$ cat config.mk
export PLATFORM = sky130hd
export DESIGN_NAME = pe_vec_mac
export DESIGN_NICKNAME = d
export VERILOG_FILES = /design/src/rtl/pe_pkg.sv /design/src/rtl/pe_adder_tree.sv /design/src/rtl/pe_vec_mac.sv
export SDC_FILE = /design/constraint.sdc
export NUM_CORES = 1
export LEC_CHECK = 0
export CAP_MARGIN = 10
export CORE_MARGIN = 1.5
export CORE_UTILIZATION = 57
export DETAILED_ROUTE_END_ITERATION = 12
export PLACE_DENSITY_LB_ADDON = 0.08
export SLEW_MARGIN = 20
export SYNTH_ARGS = -nofsm -noshare
export SYNTH_HDL_FRONTEND = slang
export SYNTH_SLANG_ARGS = --single-unit
export TNS_END_PERCENT = 20
$ cat constraint.sdc
create_clock -name clk -period 3.5 [get_ports clk]
set_input_delay 0.7 -clock clk [delete_from_list [all_inputs] [get_ports clk]]
set_output_delay 0.7 -clock clk [all_outputs]
set_load 0.01 [all_outputs]
$ cat src/rtl/pe_pkg.sv
// Shared types and width helpers for the vector MAC processing element:
// FSM state encoding, derived datapath widths and the output clamp helpers.
package pe_pkg;

  typedef enum logic [1:0] {
    IDLE  = 2'd0,
    ACCUM = 2'd1,
    DRAIN = 2'd2,
    HOLD  = 2'd3
  } pe_state_t;

  localparam int SAT_W = 64;

  function automatic int prod_w(input int in_w);
    return 2 * in_w;
  endfunction

  function automatic int sum_w(input int in_w, input int lanes);
    return prod_w(in_w) + $clog2(lanes);
  endfunction

  function automatic int acc_w(input int in_w, input int lanes, input int max_beats);
    return sum_w(in_w, lanes) + $clog2(max_beats);
  endfunction

  // Clamp a wide signed value into the signed range of out_w bits.
  function automatic logic signed [SAT_W-1:0] sat_clamp(input logic signed [SAT_W-1:0] v,
                                                        input int out_w);
    logic signed [SAT_W-1:0] one;
    logic signed [SAT_W-1:0] hi;
    logic signed [SAT_W-1:0] lo;
    one = 1;
    hi  = (one <<< (out_w - 1)) - one;
    lo  = -hi - one;
    if (v > hi) begin
      return hi;
    end else if (v < lo) begin
      return lo;
    end
    return v;
  endfunction

  function automatic logic sat_hit(input logic signed [SAT_W-1:0] v, input int out_w);
    logic signed [SAT_W-1:0] one;
    logic signed [SAT_W-1:0] hi;
    logic signed [SAT_W-1:0] lo;
    one = 1;
    hi  = (one <<< (out_w - 1)) - one;
    lo  = -hi - one;
    return (v > hi) || (v < lo);
  endfunction

endpackage

$ cat src/rtl/pe_adder_tree.sv
// Balanced signed reduction of LANES packed operands with a registered result.
// Operand count is padded with zeros to the next power of two.
module pe_adder_tree #(
  parameter int LANES = 4,
  parameter int IN_W  = 16
) (
  input  logic                                   clk,
  input  logic                                   rst,
  input  logic [LANES*IN_W-1:0]                  lanes_i,
  output logic signed [IN_W+$clog2(LANES)-1:0]   sum_o
);

  localparam int OUT_W  = IN_W + $clog2(LANES);
  localparam int LEVELS = $clog2(LANES);
  localparam int N2     = 1 << LEVELS;
  localparam int PAD_W  = N2 * IN_W;

  logic [PAD_W-1:0]        padded;
  logic signed [OUT_W-1:0] node_v [N2];
  logic signed [OUT_W-1:0] sum_d;
  logic signed [OUT_W-1:0] sum_q;

  assign padded = PAD_W'(lanes_i);

  // Pairwise halving keeps the combinational depth at log2(LANES) adders.
  always_comb begin
    for (int i = 0; i < N2; i++) begin
      node_v[i] = OUT_W'($signed(padded[i*IN_W +: IN_W]));
    end
    for (int w = N2 / 2; w >= 1; w = w / 2) begin
      for (int i = 0; i < w; i++) begin
        node_v[i] = node_v[2*i] + node_v[2*i+1];
      end
    end
    sum_d = node_v[0];
  end

  always_ff @(posedge clk or posedge rst) begin
    if (rst) begin
      sum_q <= '0;
    end else begin
      sum_q <= sum_d;
    end
  end

  assign sum_o = sum_q;

endmodule

$ cat src/rtl/pe_vec_mac.sv
// Vector MAC PE: LANES products -> registered adder tree -> window accumulator,
// result held on a valid/ready port. Define PE_SATURATE_EN to clamp instead of wrap.
module pe_vec_mac
  import pe_pkg::*;
#(
  parameter int INPUT_WIDTH  = 8,
  parameter int OUTPUT_WIDTH = 20,
  parameter int LANES        = 4,
  parameter int MAX_BEATS    = 9
) (
  input  logic                            clk,
  input  logic                            rst,
  input  logic                            in_valid,
  output logic                            in_ready,
  input  logic                            in_last,
  input  logic [LANES*INPUT_WIDTH-1:0]    ifm_input,
  input  logic [LANES*INPUT_WIDTH-1:0]    wgt_input,
  output logic                            out_valid,
  input  logic                            out_ready,
  output logic signed [OUTPUT_WIDTH-1:0]  psum_output,
  output logic                            err_len,
  output logic                            sat_flag
);

  localparam int PROD_W = prod_w(INPUT_WIDTH);
  localparam int SUM_W  = sum_w(INPUT_WIDTH, LANES);
  localparam int ACC_W  = acc_w(INPUT_WIDTH, LANES, MAX_BEATS);
  localparam int CNT_W  = (MAX_BEATS > 1) ? $clog2(MAX_BEATS) : 1;
  localparam logic [CNT_W-1:0] CNT_LAST = CNT_W'(MAX_BEATS - 1);

  pe_state_t          state_q, state_d;
  logic               drain_q, drain_d;
  logic [CNT_W-1:0]   cnt_q, cnt_d;
  logic               in_ready_q, in_ready_d;
  logic               accept;
  logic               at_max;

  logic [LANES*PROD_W-1:0] prod_d, prod_q;
  logic                    s1_valid_q, s1_first_q;
  logic                    s2_valid_q, s2_first_q;
  logic signed [SUM_W-1:0] s2_sum;
  logic signed [ACC_W-1:0] acc_q, acc_d;

  assign accept = in_valid && in_ready_q;
  assign at_max = (cnt_q == CNT_LAST);

  always_comb begin
    state_d = state_q;
    drain_d = drain_q;
    cnt_d   = cnt_q;
    err_len = 1'b0;
    case (state_q)
      IDLE, ACCUM: begin
        if (accept) begin
          if (in_last || at_max) begin
            state_d = DRAIN;
            drain_d = 1'b0;
            cnt_d   = '0;
            err_len = !in_last;
          end else begin
            state_d = ACCUM;
            cnt_d   = cnt_q + 1'b1;
          end
        end
      end
      DRAIN: begin
        if (drain_q) begin
          state_d = HOLD;
        end else begin
          drain_d = 1'b1;
        end
      end
      HOLD: begin
        if (out_ready) begin
          state_d = IDLE;
        end
      end
      default: state_d = IDLE;
    endcase
    in_ready_d = (state_d == IDLE) || (state_d == ACCUM);
  end

  always_ff @(posedge clk or posedge rst) begin
    if (rst) begin
      state_q    <= IDLE;
      drain_q    <= 1'b0;
      cnt_q      <= '0;
      in_ready_q <= 1'b0;
    end else begin
      state_q    <= state_d;
      drain_q    <= drain_d;
      cnt_q      <= cnt_d;
      in_ready_q <= in_ready_d;
    end
  end

  assign in_ready  = in_ready_q;
  assign out_valid = (state_q == HOLD);

  for (genvar gi = 0; gi < LANES; gi++) begin : g_lane
    logic signed [INPUT_WIDTH-1:0] act;
    logic signed [INPUT_WIDTH-1:0] wgt;
    assign act = ifm_input[gi*INPUT_WIDTH +: INPUT_WIDTH];
    assign wgt = wgt_input[gi*INPUT_WIDTH +: INPUT_WIDTH];
    assign prod_d[gi*PROD_W +: PROD_W] = PROD_W'(act) * PROD_W'(wgt);
  end

  // The first-beat tag travels with the data so S3 knows when to load rather than add.
  always_ff @(posedge clk or posedge rst) begin
    if (rst) begin
      prod_q     <= '0;
      s1_valid_q <= 1'b0;
      s1_first_q <= 1'b0;
      s2_valid_q <= 1'b0;
      s2_first_q <= 1'b0;
      acc_q      <= '0;
    end else begin
      if (accept) begin
        prod_q <= prod_d;
      end
      s1_valid_q <= accept;
      s1_first_q <= accept && (cnt_q == '0);
      s2_valid_q <= s1_valid_q;
      s2_first_q <= s1_first_q;
      acc_q      <= acc_d;
    end
  end

  pe_adder_tree #(
    .LANES (LANES),
    .IN_W  (PROD_W)
  ) u_tree (
    .clk     (clk),
    .rst     (rst),
    .lanes_i (prod_q),
    .sum_o   (s2_sum)
  );

  always_comb begin
    acc_d = acc_q;
    if (s2_valid_q) begin
      acc_d = s2_first_q ? ACC_W'(s2_sum) : acc_q + ACC_W'(s2_sum);
    end
  end

  if (OUTPUT_WIDTH >= ACC_W) begin : g_out_ext
    assign psum_output = OUTPUT_WIDTH'(acc_q);
    assign sat_flag    = 1'b0;
  end else begin : g_out_narrow
`ifdef PE_SATURATE_EN
    logic signed [SAT_W-1:0] acc_wide;
    assign acc_wide    = SAT_W'(acc_q);
    assign psum_output = OUTPUT_WIDTH'(sat_clamp(acc_wide, OUTPUT_WIDTH));
    assign sat_flag    = sat_hit(acc_wide, OUTPUT_WIDTH);
`else
    assign psum_output = acc_q[OUTPUT_WIDTH-1:0];
    assign sat_flag    = 1'b0;
`endif
  end

endmodule
# == Word-level counts from Yosys, hierarchy flattened ==
# Cells that the tools add are included.
# Widths: inputs -> output; s select.
# classes
n_eq_ne,7
n_reduce_logical,12
muxes,13
multipliers,4
add_sub_neg,5
# ops
operator,n
$mul 8x8->16,4
$add 16x16->17,2
$add 22x18->22,1
$mux 22,1
$add 18x18->18,1
$mux 2,4
$pmux 2 s3,1
$mux 1,5
$add 4x1->4 const B,1
$eq 2x1->1 const B,2
$eq 2x2->1 const B,2
$eq 4x4->1 const B,1
$logic_not 2->1,2
$logic_not 4->1,1
$mux 4,1
$ne 2x2->1 const B,2
$reduce_and 3->1,1
$logic_and 1x1->1,2
$logic_or 1x1->1,2
$pmux 1 s2,1
$reduce_and 2->1,1
$reduce_bool 2->1,1
$reduce_or 2->1,1
$logic_not 1->1,1
# totals
wordCells,52
output_inout_bits,24
input_bits,69
regBits,116

# == Depth between registers and ports, before layout ==
# logic_depth
ltp_word,7
ltp_mapped,19
ltp_nobuf,19

# == Cells and area by module ==
# A second synthesis with hierarchy kept.
# hier_totals
cells_unflattened,1784
area_unflattened_um2,16578.4
# modules_own_cells
mod,instances,cells_each,area_each_um2
pe_vec_mac,1,1547,14401.3
pe_adder_tree,1,237,2177.1

# == Worst setup path before layout ==
# OpenSTA, ideal clock, no wires.
# synth_timing
path_kind,input to register
from,in ifm_input[15]
to,reg prod_q[31]
path_slack_ns,-1.209
t_arrival_ns,4.580
path_buffers,0
setup_ns,0.129
cell_stages,15
cell_sequence,and2_1 -> fa_1 -> inv_1 -> fa_1 -> inv_1 -> fa_1 -> inv_1 -> fa_1 -> inv_1 -> ha_1 -> and3_1 -> a221o_1 -> o41ai_2 -> xnor2_1 -> o21ai_1
# synth_between
elab_chain_len,1
# synth_rtl
element,line,text
"start, declared",pe_vec_mac.sv:16,"input logic [LANES*INPUT_WIDTH-1:0] ifm_input,"
$mul 8x8->16,pe_vec_mac.sv:105,assign prod_d[gi*PROD_W +: PROD_W] = PROD_W'(act) * PROD_W'(wgt);
"end signal, assigned",pe_vec_mac.sv:119,prod_q <= prod_d;
"end, declared",pe_vec_mac.sv:38,"logic [LANES*PROD_W-1:0] prod_d, prod_q;"
# No other way between the ends.
# A chain may end at the register's enable or synchronous reset.

# == Final worst setup path ==
# layout_timing
from,in wgt_input[11]
to,reg prod_q[31]
# layout_between
elab_chain_len,1
# layout_rtl
element,line,text
"start, declared",pe_vec_mac.sv:17,"input logic [LANES*INPUT_WIDTH-1:0] wgt_input,"
$mul 8x8->16,pe_vec_mac.sv:105,
# No other way between the ends.

==> summary.txt <==
Timing
  – Measured slew at the worst slew-check pin: approximately 0.92 ns
  – Tcrit/Tclk final: 127%
  – FMAX: 225 MHz
  – Fin. Hold Viols: 0
  – Slew HR: 38.9%
  – RSZ-0062 raised after global routing: yes
  – Min cycle time layout: 4.45 ns
  – Fin. max-slew vios: 0
  – Hold Slack: approximately 0.35 ns
  – Clock Skew: ~0.0086 ns
  – Setup_tns: -20.34 ns
  – Setup-failing EPs final: just over 40
  – Final setup margin: -0.954 ns

Routing
  – Vias: 13,800
  – Pre-antenna DRT Iters: 5
  – Final WL: between 30 and 40 mm
  – Vias per cell: between 5 and 6
  – Average wire per standard cell: around 14 um
  – DR iter-0 viols: 597
  – # DRC: 0
  – Post-DRT Antenna Nets: 0

Cells and area
  – Final Core Density: roughly three quarters
  – Number of diodes: 0
  – Syn-to-layout area delta: 26.8%
  – Layout cells sized above 1: between 20% and 30%
  – Nets: approximately 2,700
  – # fillers: approximately 2,300
  – Final cell count without fillers: roughly 2,700
  – Fin area: between 20,000 and 25,000 um2

Yosys
  – YS warnings: 0
  – Leading post-synthesis cells by cell area: fa_1, dfrtp_1, ha_1
  – Syn Nets: 2,371
  – Synthesized cell area: 17,100 um2
  – Largest area contributor in the netlist: fa_1
  – Yosys top cell area share: 26.2%
  – Most frequent cell after synthesis: inv_1
  – Top_reg_cell synth: dfrtp_1
  – Yosys cell types: 68
  – Post-synthesis sequential area ratio: between 15 and 20%
  – Post-Syn Instances: 1,892
  – Async set-or-reset flop fraction in the synthesized netlist: 100%
  – Syn avg cell area: around 9.0 um2
  – Post-synth EDFFs: 0
  – #FFs+latches synth: between 100 and 150
  – Top post-synthesis cells by count: inv_1, fa_1, ha_1

Flow run
  – Max-cap violations: 0

Floorplan
  – Die Y-Extent: 176 um
  – Top Ports: slightly above 90
  – Floorplan core area: between 20,000 and 30,000 um2
  – Die area: 31,000 um2
  – Initial Util: between 50 and 60%
  – Chip Width: roughly 180 um
  – Cell Rows: 63

Global routing
  – Initial antenna violation count: 0
  – Largest net degree at the start of global routing: 101
  – GRT overflow: 0
  – Vias in the first global route: 14,300
  – First-pass GRT wire length: around 66 mm
  – GRT Util Overall: 25.8%

Power
  – Maximum VDD drop: approximately 840 uV
  – Power, Total: ~24 mW
  – Static Leakage: 10.8 nW
  – Power Density: about 1100 nW/um2

Worst setup path
  – Largest fanout on the critical path: 2
  – R2R setup slack: -0.22 ns
  – Largest stage delay on the critical path: ~0.54 ns
  – Family with the most delay on the worst path: adder cells
  – Reg-to-reg critical path endpoint: u_tree.sum_o[17]$_DFF_PP0_
  – CP dominant cell by count: fa_1
  – Crit path capture type: flop
  – Critical path origin: wgt_input[11]
  – Worst Path Buf+Inv: 5
  – Worst Path Required: around 3.8 ns
  – Crit path DAT: around 4.7 ns
  – RR Startpoint: prod_q[16]$_DFFE_PP0P_
  – Levels on crit path: 17
  – Worst Reg-to-Reg Cells: 16
  – WS Path Type: primary input to flop
  – Slowest library cell on the worst path: fa_1
  – Critical path destination: prod_q[31]$_DFFE_PP0P_
  – CP startpoint kind: primary input
  – Critical-path cell list: buf_8 > and2_4 > fa_1 > inv_1 > fa_1 > inv_2 > fa_1 > inv_1 > fa_1 > inv_2 > ha_4 > a2111oi_4 > nor3_2 > a221o_1 > o41ai_2 > xnor2_1 > o21ai_1

CTS
  – TritonCTS Buffers: 17
  – TritonCTS clock tree: done
  – H-tree depth: 4
  – Max clock buf depth: 2
  – Clock Latency Late Sink: approximately 0.43 ns
  – Hold buffers post-CTS: 0
  – Sinks on Clock Net: between 100 and 150
  – Clk root buf: clkbuf_16
  – Clk slew on worst S/H paths: approximately 0.060 ns

Min path
  – Hold Crit Class: flop to flop

Placement
  – Hpwl dp: 31.4 mm
  – Pre-CTS setup slack: -1.95 ns
  – Routability Congestion: around 0.86
  – Placement-stage cell area: 20,600 um2
  – Placed insts: between 2,000 and 3,000
  – Port buffer count: a little over 90

Run status
  – Failing checks: negative setup slack
  – Outcome: complete, but fails checks
[per-layer routing]
metal	wire [um]	track usage, %
met1	17200	34.3
met2	20000	46.0
met3	794	2.37
met4	393	5.06
met5	0	0
[cell usage in the layout, fill, tap and decap left out, types with 40 or more instances in the layout]
| cell | n |
|---|---|
| inv_1 | 328 |
| buf_4 | 263 |
| fa_1 | 212 |
| nand2_1 | 162 |
| ha_1 | 151 |
| and2_1 | 132 |
| dfrtp_1 | 114 |
| nor2_1 | 69 |
| xnor2_1 | 67 |
| o21ai_0 | 66 |
| a21oi_1 | 57 |
| inv_2 | 40 |
[report_power, final]
group | internal [mW] | switching, mW | total [mW]
Clock | 0.963 | 0.748 | 1.71
Sequential | 2.13 | 0.532 | 2.66
Combinational | 10.1 | 9.94 | 20.0
[worst min path at each step]
stage	startpoint	to	slack (ns)	depth (start not counted)
CTS	s1_valid_q$_DFF_PP0_	s2_valid_q$_DFF_PP0_	0.35	0
global route	s1_valid_q$_DFF_PP0_	s2_valid_q$_DFF_PP0_	0.36	0
detailed placement	s1_valid_q$_DFF_PP0_	s2_valid_q$_DFF_PP0_	0.34	0
floorplan	s1_first_q$_DFF_PP0_	s2_first_q$_DFF_PP0_	0.33	0
global placement	s1_valid_q$_DFF_PP0_	s2_valid_q$_DFF_PP0_	0.34	0
finish	s1_valid_q$_DFF_PP0_	s2_valid_q$_DFF_PP0_	0.35	0
[worst register-to-register path, cell delays in order (launching register included)]
cell and delay [ns]:
dfrtp_1 0.41, ha_1 0.22, fa_1 0.38, a21o_1 0.19, a21o_1 0.21, a21oi_1 0.22, nor2_1 0.10, xor2_1 0.24
ha_1 0.31, a21o_1 0.19, nand2_1 0.07, and3b_1 0.17, o21ai_2 0.07, a41oi_2 0.26, a21oi_2 0.10, a2111oi_2 0.37
a21o_1 0.15
[flip-flops by register name, indices dropped and copies added, names as in the netlist]
signal and cells:
acc_q 20, cnt_q 4, drain_q 1, in_ready 1
prod_q 64, s1_first_q 1, s1_valid_q 1, s2_first_q 1
s2_valid_q 1, state_q 2, u_tree.sum_o 18
[kinds of logic after synthesis]
group	synth area share [%]
and+or+nand+nor	16.3
xor gates and xnor gates	5.38
AOI/OAI and AO/OA	11.6
adders and majority gates	39.9
other	0.0219
DFF	16.7
buffers and inverters	8.67
muxes	1.43
[final cells by class]
class | count | area, um2 | area share, %
Multi-Input combinational cell | 1384 | 13500 | 62.5
Sequential cell | 114 | 2850 | 13.2
Timing Repair Buffer | 363 | 2820 | 13.0
Inverter | 371 | 1400 | 6.44
Tap cell | 390 | 488 | 2.25
Clock buffer | 18 | 439 | 2.03
Clock inverter | 14 | 134 | 0.618
[repair_timing]
item	CTS	global route
buffers inserted	11	11
pin swaps	64	82
resized for setup	302	124
setup endpoints to repair	48	48
cloned	0	0
No activity file was read; power rests on OpenSTA's default activity.
